--- src/rtl/tlc_pkg.sv ---
// Shared definitions for the N-phase traffic-light controller:
// state encoding and the per-phase lamp pattern.
package tlc_pkg;

    typedef enum logic [1:0] {
        ST_GREEN  = 2'b00,
        ST_YELLOW = 2'b01,
        ST_ALLRED = 2'b10
    } tlc_state_e;

    // Lamp code for one phase, packed as {red, yellow, green}.
    function automatic logic [2:0] lamp_code(input tlc_state_e st, input logic is_cur);
        logic [2:0] code;
        code = 3'b100;
        case (st)
            ST_GREEN: begin
                if (is_cur) code = 3'b001;
                else        code = 3'b100;
            end
            ST_YELLOW: begin
                if (is_cur) code = 3'b010;
                else        code = 3'b100;
            end
            ST_ALLRED: code = 3'b100;
            default:   code = 3'b100;
        endcase
        return code;
    endfunction

endpackage

--- src/rtl/tlc_rr_pick.sv ---
// Round-robin next-phase selector: first latched phase above cur_idx, with wrap.
module tlc_rr_pick #(
    parameter int N_PHASE = 2
) (
    input  logic [N_PHASE-1:0]         latch,
    input  logic [$clog2(N_PHASE)-1:0] cur_idx,
    output logic [$clog2(N_PHASE)-1:0] next_idx,
    output logic                       found
);
    localparam int IW = $clog2(N_PHASE);

    logic [IW-1:0] cand_s;

    // Scan offsets 1..N_PHASE so the current phase is considered last.
    always_comb begin
        next_idx = {IW{1'b0}};
        found    = 1'b0;
        cand_s   = {IW{1'b0}};
        for (int d = 1; d <= N_PHASE; d++) begin
            cand_s = IW'((int'(cur_idx) + d) % N_PHASE);
            if (!found && latch[cand_s]) begin
                found    = 1'b1;
                next_idx = cand_s;
            end else begin
                found    = found;
            end
        end
    end

endmodule

--- src/rtl/tlc_phase_ctrl.sv ---
// N-phase traffic-light controller: GREEN -> YELLOW -> ALLRED per phase,
// tick-driven countdown, sticky demand latches and demand-driven phase skipping.
module tlc_phase_ctrl
    import tlc_pkg::*;
#(
    parameter int N_PHASE      = 2,
    parameter int CNT_W        = 5,
    parameter int T_GREEN      = 16,
    parameter int T_GREEN_PEAK = 8,
    parameter int T_YELLOW     = 5,
    parameter int T_ALLRED     = 2
) (
    input  logic                       clk,
    input  logic                       rst,
    input  logic                       tick,
    input  logic                       run,
    input  logic                       online,
    input  logic                       peak,
    input  logic [N_PHASE-1:0]         req,
    output logic [CNT_W-1:0]           countdown,
    output logic [$clog2(N_PHASE)-1:0] phase_idx,
    output logic [1:0]                 state,
    output logic [N_PHASE-1:0]         lamp_g,
    output logic [N_PHASE-1:0]         lamp_y,
    output logic [N_PHASE-1:0]         lamp_r,
    output logic                       phase_done
);
    localparam int IW = $clog2(N_PHASE);
    localparam int CNT_MAX = (2 ** CNT_W) - 1;
    localparam logic [CNT_W-1:0] LD_GREEN  = CNT_W'(T_GREEN);
    localparam logic [CNT_W-1:0] LD_PEAK   = CNT_W'(T_GREEN_PEAK);
    localparam logic [CNT_W-1:0] LD_YELLOW = CNT_W'(T_YELLOW);
    localparam logic [CNT_W-1:0] LD_ALLRED = CNT_W'(T_ALLRED);
    localparam logic [N_PHASE-1:0] ONE_OH = {{(N_PHASE-1){1'b0}}, 1'b1};

    if (N_PHASE < 2 || N_PHASE > 8 || T_GREEN > CNT_MAX || T_GREEN_PEAK > CNT_MAX ||
        T_YELLOW > CNT_MAX || T_ALLRED > CNT_MAX) begin : g_param_check
        $error("tlc_phase_ctrl: illegal parameter combination");
    end

    tlc_state_e         state_q, state_d;
    logic [CNT_W-1:0]   cnt_q, cnt_d, green_ld_s;
    logic [IW-1:0]      idx_q, idx_d, pick_idx_s, inc_idx_s;
    logic               pick_found_s;
    logic [N_PHASE-1:0] latch_q, latch_d, cur_oh_s, set_s, clr_s;
    logic [N_PHASE-1:0] lamp_g_q, lamp_g_d, lamp_y_q, lamp_y_d, lamp_r_q, lamp_r_d;
    logic               done_q, done_d;

    tlc_rr_pick #(.N_PHASE(N_PHASE)) u_pick (
        .latch    (latch_q),
        .cur_idx  (idx_q),
        .next_idx (pick_idx_s),
        .found    (pick_found_s)
    );

    // Sequencing, countdown and demand-latch next state.
    always_comb begin
        state_d    = state_q;
        cnt_d      = cnt_q;
        idx_d      = idx_q;
        done_d     = 1'b0;
        clr_s      = {N_PHASE{1'b0}};
        green_ld_s = peak ? LD_PEAK : LD_GREEN;
        cur_oh_s   = ONE_OH << idx_q;
        inc_idx_s  = (idx_q == IW'(N_PHASE - 1)) ? {IW{1'b0}} : idx_q + IW'(1);
        if (tick && run) begin
            if (cnt_q != {CNT_W{1'b0}}) begin
                cnt_d = cnt_q - CNT_W'(1);
            end else begin
                case (state_q)
                    ST_GREEN: begin
                        if (online || (|(latch_q & ~cur_oh_s))) begin
                            state_d = ST_YELLOW;
                            cnt_d   = LD_YELLOW;
                        end else begin
                            cnt_d   = green_ld_s;
                        end
                    end
                    ST_YELLOW: begin
                        state_d = ST_ALLRED;
                        cnt_d   = LD_ALLRED;
                    end
                    ST_ALLRED: begin
                        done_d  = 1'b1;
                        idx_d   = (online || !pick_found_s) ? inc_idx_s : pick_idx_s;
                        state_d = ST_GREEN;
                        cnt_d   = green_ld_s;
                        clr_s   = ONE_OH << idx_d;
                    end
                    default: begin
                        state_d = ST_ALLRED;
                        cnt_d   = LD_ALLRED;
                    end
                endcase
            end
        end else begin
            cnt_d = cnt_q;
        end
        // The phase currently in green is already served, so its request is not latched.
        set_s   = req & ~((state_q == ST_GREEN) ? cur_oh_s : {N_PHASE{1'b0}});
        latch_d = (latch_q | set_s) & ~clr_s;
    end

    // Lamp drives derived from the next state so they update with it.
    always_comb begin
        lamp_g_d = {N_PHASE{1'b0}};
        lamp_y_d = {N_PHASE{1'b0}};
        lamp_r_d = {N_PHASE{1'b0}};
        for (int k = 0; k < N_PHASE; k++) begin
            {lamp_r_d[k], lamp_y_d[k], lamp_g_d[k]} = lamp_code(state_d, idx_d == IW'(k));
        end
    end

    // State registers with synchronous reset.
    always_ff @(posedge clk) begin
        if (rst) begin
            state_q  <= ST_GREEN;
            cnt_q    <= LD_GREEN;
            idx_q    <= {IW{1'b0}};
            latch_q  <= {N_PHASE{1'b0}};
            done_q   <= 1'b0;
            lamp_g_q <= ONE_OH;
            lamp_y_q <= {N_PHASE{1'b0}};
            lamp_r_q <= ~ONE_OH;
        end else begin
            state_q  <= state_d;
            cnt_q    <= cnt_d;
            idx_q    <= idx_d;
            latch_q  <= latch_d;
            done_q   <= done_d;
            lamp_g_q <= lamp_g_d;
            lamp_y_q <= lamp_y_d;
            lamp_r_q <= lamp_r_d;
        end
    end

    assign countdown  = cnt_q;
    assign phase_idx  = idx_q;
    assign state      = state_q;
    assign lamp_g     = lamp_g_q;
    assign lamp_y     = lamp_y_q;
    assign lamp_r     = lamp_r_q;
    assign phase_done = done_q;

endmodule

--- config.mk ---
export PLATFORM = sky130hd
export DESIGN_NAME = tlc_phase_ctrl
export DESIGN_NICKNAME = d
export VERILOG_FILES = /design/src/rtl/tlc_pkg.sv /design/src/rtl/tlc_rr_pick.sv /design/src/rtl/tlc_phase_ctrl.sv
export SDC_FILE = /design/constraint.sdc
export NUM_CORES = 1
export LEC_CHECK = 0
export CORE_MARGIN = 1.5
export CORE_UTILIZATION = 49
export DETAILED_ROUTE_END_ITERATION = 6
export GPL_ROUTABILITY_DRIVEN = 0
export PLACE_DENSITY = 0.89
export SLEW_MARGIN = 20
export SYNTH_ARGS = -nofsm -noshare
export SYNTH_HDL_FRONTEND = slang
export SYNTH_SLANG_ARGS = --single-unit
export TNS_END_PERCENT = 30
--- constraint.sdc ---
create_clock -name clk -period 4.38 [get_ports clk]
set_input_delay 0.657 -clock clk [delete_from_list [all_inputs] [get_ports clk]]
set_output_delay 0.657 -clock clk [all_outputs]
set_load 0.02 [all_outputs]
==> results.ini <==
[clocking]
clk_pin_slew_ns = 0.09
postCtsResizedCells = 0
clk_latency_ns = 0.29
cts_buffers = 3
clock-root-buffer = clkbuf_4
htreeDepth = 1
clock-sinks = 17
cts_tree = yes
hold_buffers = 0
clk_path_buf_depth = 2
cts_setup_buffers = 0

[worst_setup_path]
crit_type = flip-flop to primary output
crit_path_end_kind = primary output
crit_fanout = 12
critPathMaxStageDelay_ns = 0.68
path_cells = clkdlybuf4s50_1
cp_data_arrival_time_ns = 1.53
worst-path-stages = 1
cp_slowest_cell = clkdlybuf4s50_1
cp_top_family = buffers and inverters
crit_buf_inv = 1
cp_data_required_time_ns = 3.72
reg2regPathDepth = 6
startpoint_type = flip-flop

[floorplanning]
coreArea_sq_um = 1540
num_io_pins = 23
start_util = 0.534
dieHeight_um = 44.0
row_count = 14
die_w_um = 44.0
fp.dieArea_sq_um = 1940

[layout]
syn_to_final_growth_pct = 28.7
n_antenna_cell = 0
layout.nets = 124
layout_common_cells = clkdlybuf4s50_1 (22), dfxtp_1 (17), a21oi_1 (9)
n_fill_cell = 127
final_common_cell = clkdlybuf4s50_1
drive_gt1_frac = 0.0708
final_area_sq_um = 1060

[sta]
hold_slack_ns = 0.503
finalHoldViolCount = 0
rsz0062_at_grt = no
fin_tns_setup_ns = 0
drv_slew = 0
setup_viol = 0
period_needed_ns = 2.19
relSlewSlack = 0.647
post-route-period-util = 0.500
fmax_mhz = 457
tightest_slew_ns = 0.527
clock_skew_ns = 0.00446

[logic_synthesis]
synth-seq-cells = 17
synth_area_leaders = dfxtp_1 (41%), a21oi_1 (5.5%), a211oi_1 (3.6%)
synth.distinct_cells = 36
synth_top_area_share = 0.413
yosysWarnings = 0
syn_inst = 92
synth-async-reset-ratio = 0
yosysTopAreaCell = dfxtp_1
syn_area_sq_um = 823
synth_nets = 102
synth_edf_count = 0
synth_ff_type = dfxtp_1
avgSynthCellArea_sq_um = 8.95
synth-seq-area-share = 0.413

[placement]
portBuffers = 22
post_dp_cell_area_sq_um = 1030
dpl.hpwl_mm = 1.30

[power_and_ir_drop]
p_total_w = 0.000308
p_leak_nw = 0.380
peakVddDrop_mv = 0.170
power_density_nw_per_um2 = 291

[global_routing]
grt-ovfl-total = 0
grt_first_pass_wirelength_mm = 3.08
antenna_found_initial = 0
groute.usage.overall = 0.222
grt_max_degree = 15
grt_pass1_vias = 661

[run]
max_cap_viol_count = 0

[routing]
avgRoutedWirePerCell_um = 15.1
drt-vias-per-instance = 5.95
first_iter_violations = 34
totalWireLength_mm = 1.95
first_pass_iters = 4
vias = 768
drc = 0
ant_nets = 0

[outcome]
run_status = completed

[hold_path]
hold_path_depth = 2
hold_class = flip-flop to flip-flop

## power breakdown
group,total [W],switching [W],internal (W),leakage [nW]
combinational,0.0000554,0.0000280,0.0000274,0.227
sequential,0.000169,0.00000876,0.000160,0.138
clock,0.0000840,0.0000485,0.0000355,0.0150
total,0.000308,0.0000852,0.000223,0.380
## layout make-up
cell class / instances / area (sq um) / area share
repair buffers: 22 / 220 / 0.208
inverters: 6 / 22.5 / 0.0213
clock buffers: 4 / 26.3 / 0.0248
flip-flops and latches: 17 / 340 / 0.321
well taps: 16 / 20.0 / 0.0189
multi-input cells: 64 / 430 / 0.406
## metrics by stage
step	instances	setup slack [ns]	utilization
global placement	125	2.12	0.670
finish	129	2.19	0.688
global route	129	2.15	0.688
detailed placement	125	2.10	0.670
CTS	129	2.21	0.688
floorplan	92	2.56	-
## logic make-up after synthesis
family	share of synthesized area
multiplexers	0.0243
XOR/XNOR	0.0106
AO/OA/AOI/OAI	0.246
buffers and inverters	0.0638
AND/OR/NAND/NOR	0.211
flip-flops	0.413
adder cells (fa/ha/maj)	0.0304
## cells in the mapped netlist (2+ instances only)
master    count
mux2i_1       2
inv_1         6
buf_4         3
clkbuf_1      2
or3_1         2
o211ai_1      2
or2_2         2
dfxtp_1      17
a211oi_1      4
nor3_1        4
a22oi_1       2
nand2_1       8
nor2_1        6
a21oi_1       9
ha_1          2
## registers in the layout, summed over array words and instances (netlist names)
signal / cells
countdown: 5
lamp_g: 2
lamp_r: 2
lamp_y: 2
latch_q: 2
state: 2
phase_done: 1
phase_idx: 1
## worst paths after layout
check,startpoint,end,slack [ns]
setup / recovery,state[1],state[1],2.19
hold / removal,countdown[1],countdown[1],0.50
setup reg to reg,countdown[0],lamp_y[0],2.38
hold reg to reg,countdown[1],countdown[1],0.50
## layer usage
layer,vias to the layer above,global-route usage,wire (um)
met5,-,0,0
met4,0,0.121,71
met3,11,0.0542,111
met2,28,0.362,935
met1,348,0.266,835
li1,381,-,-
Note: power is estimated with default switching activity, not from simulation.
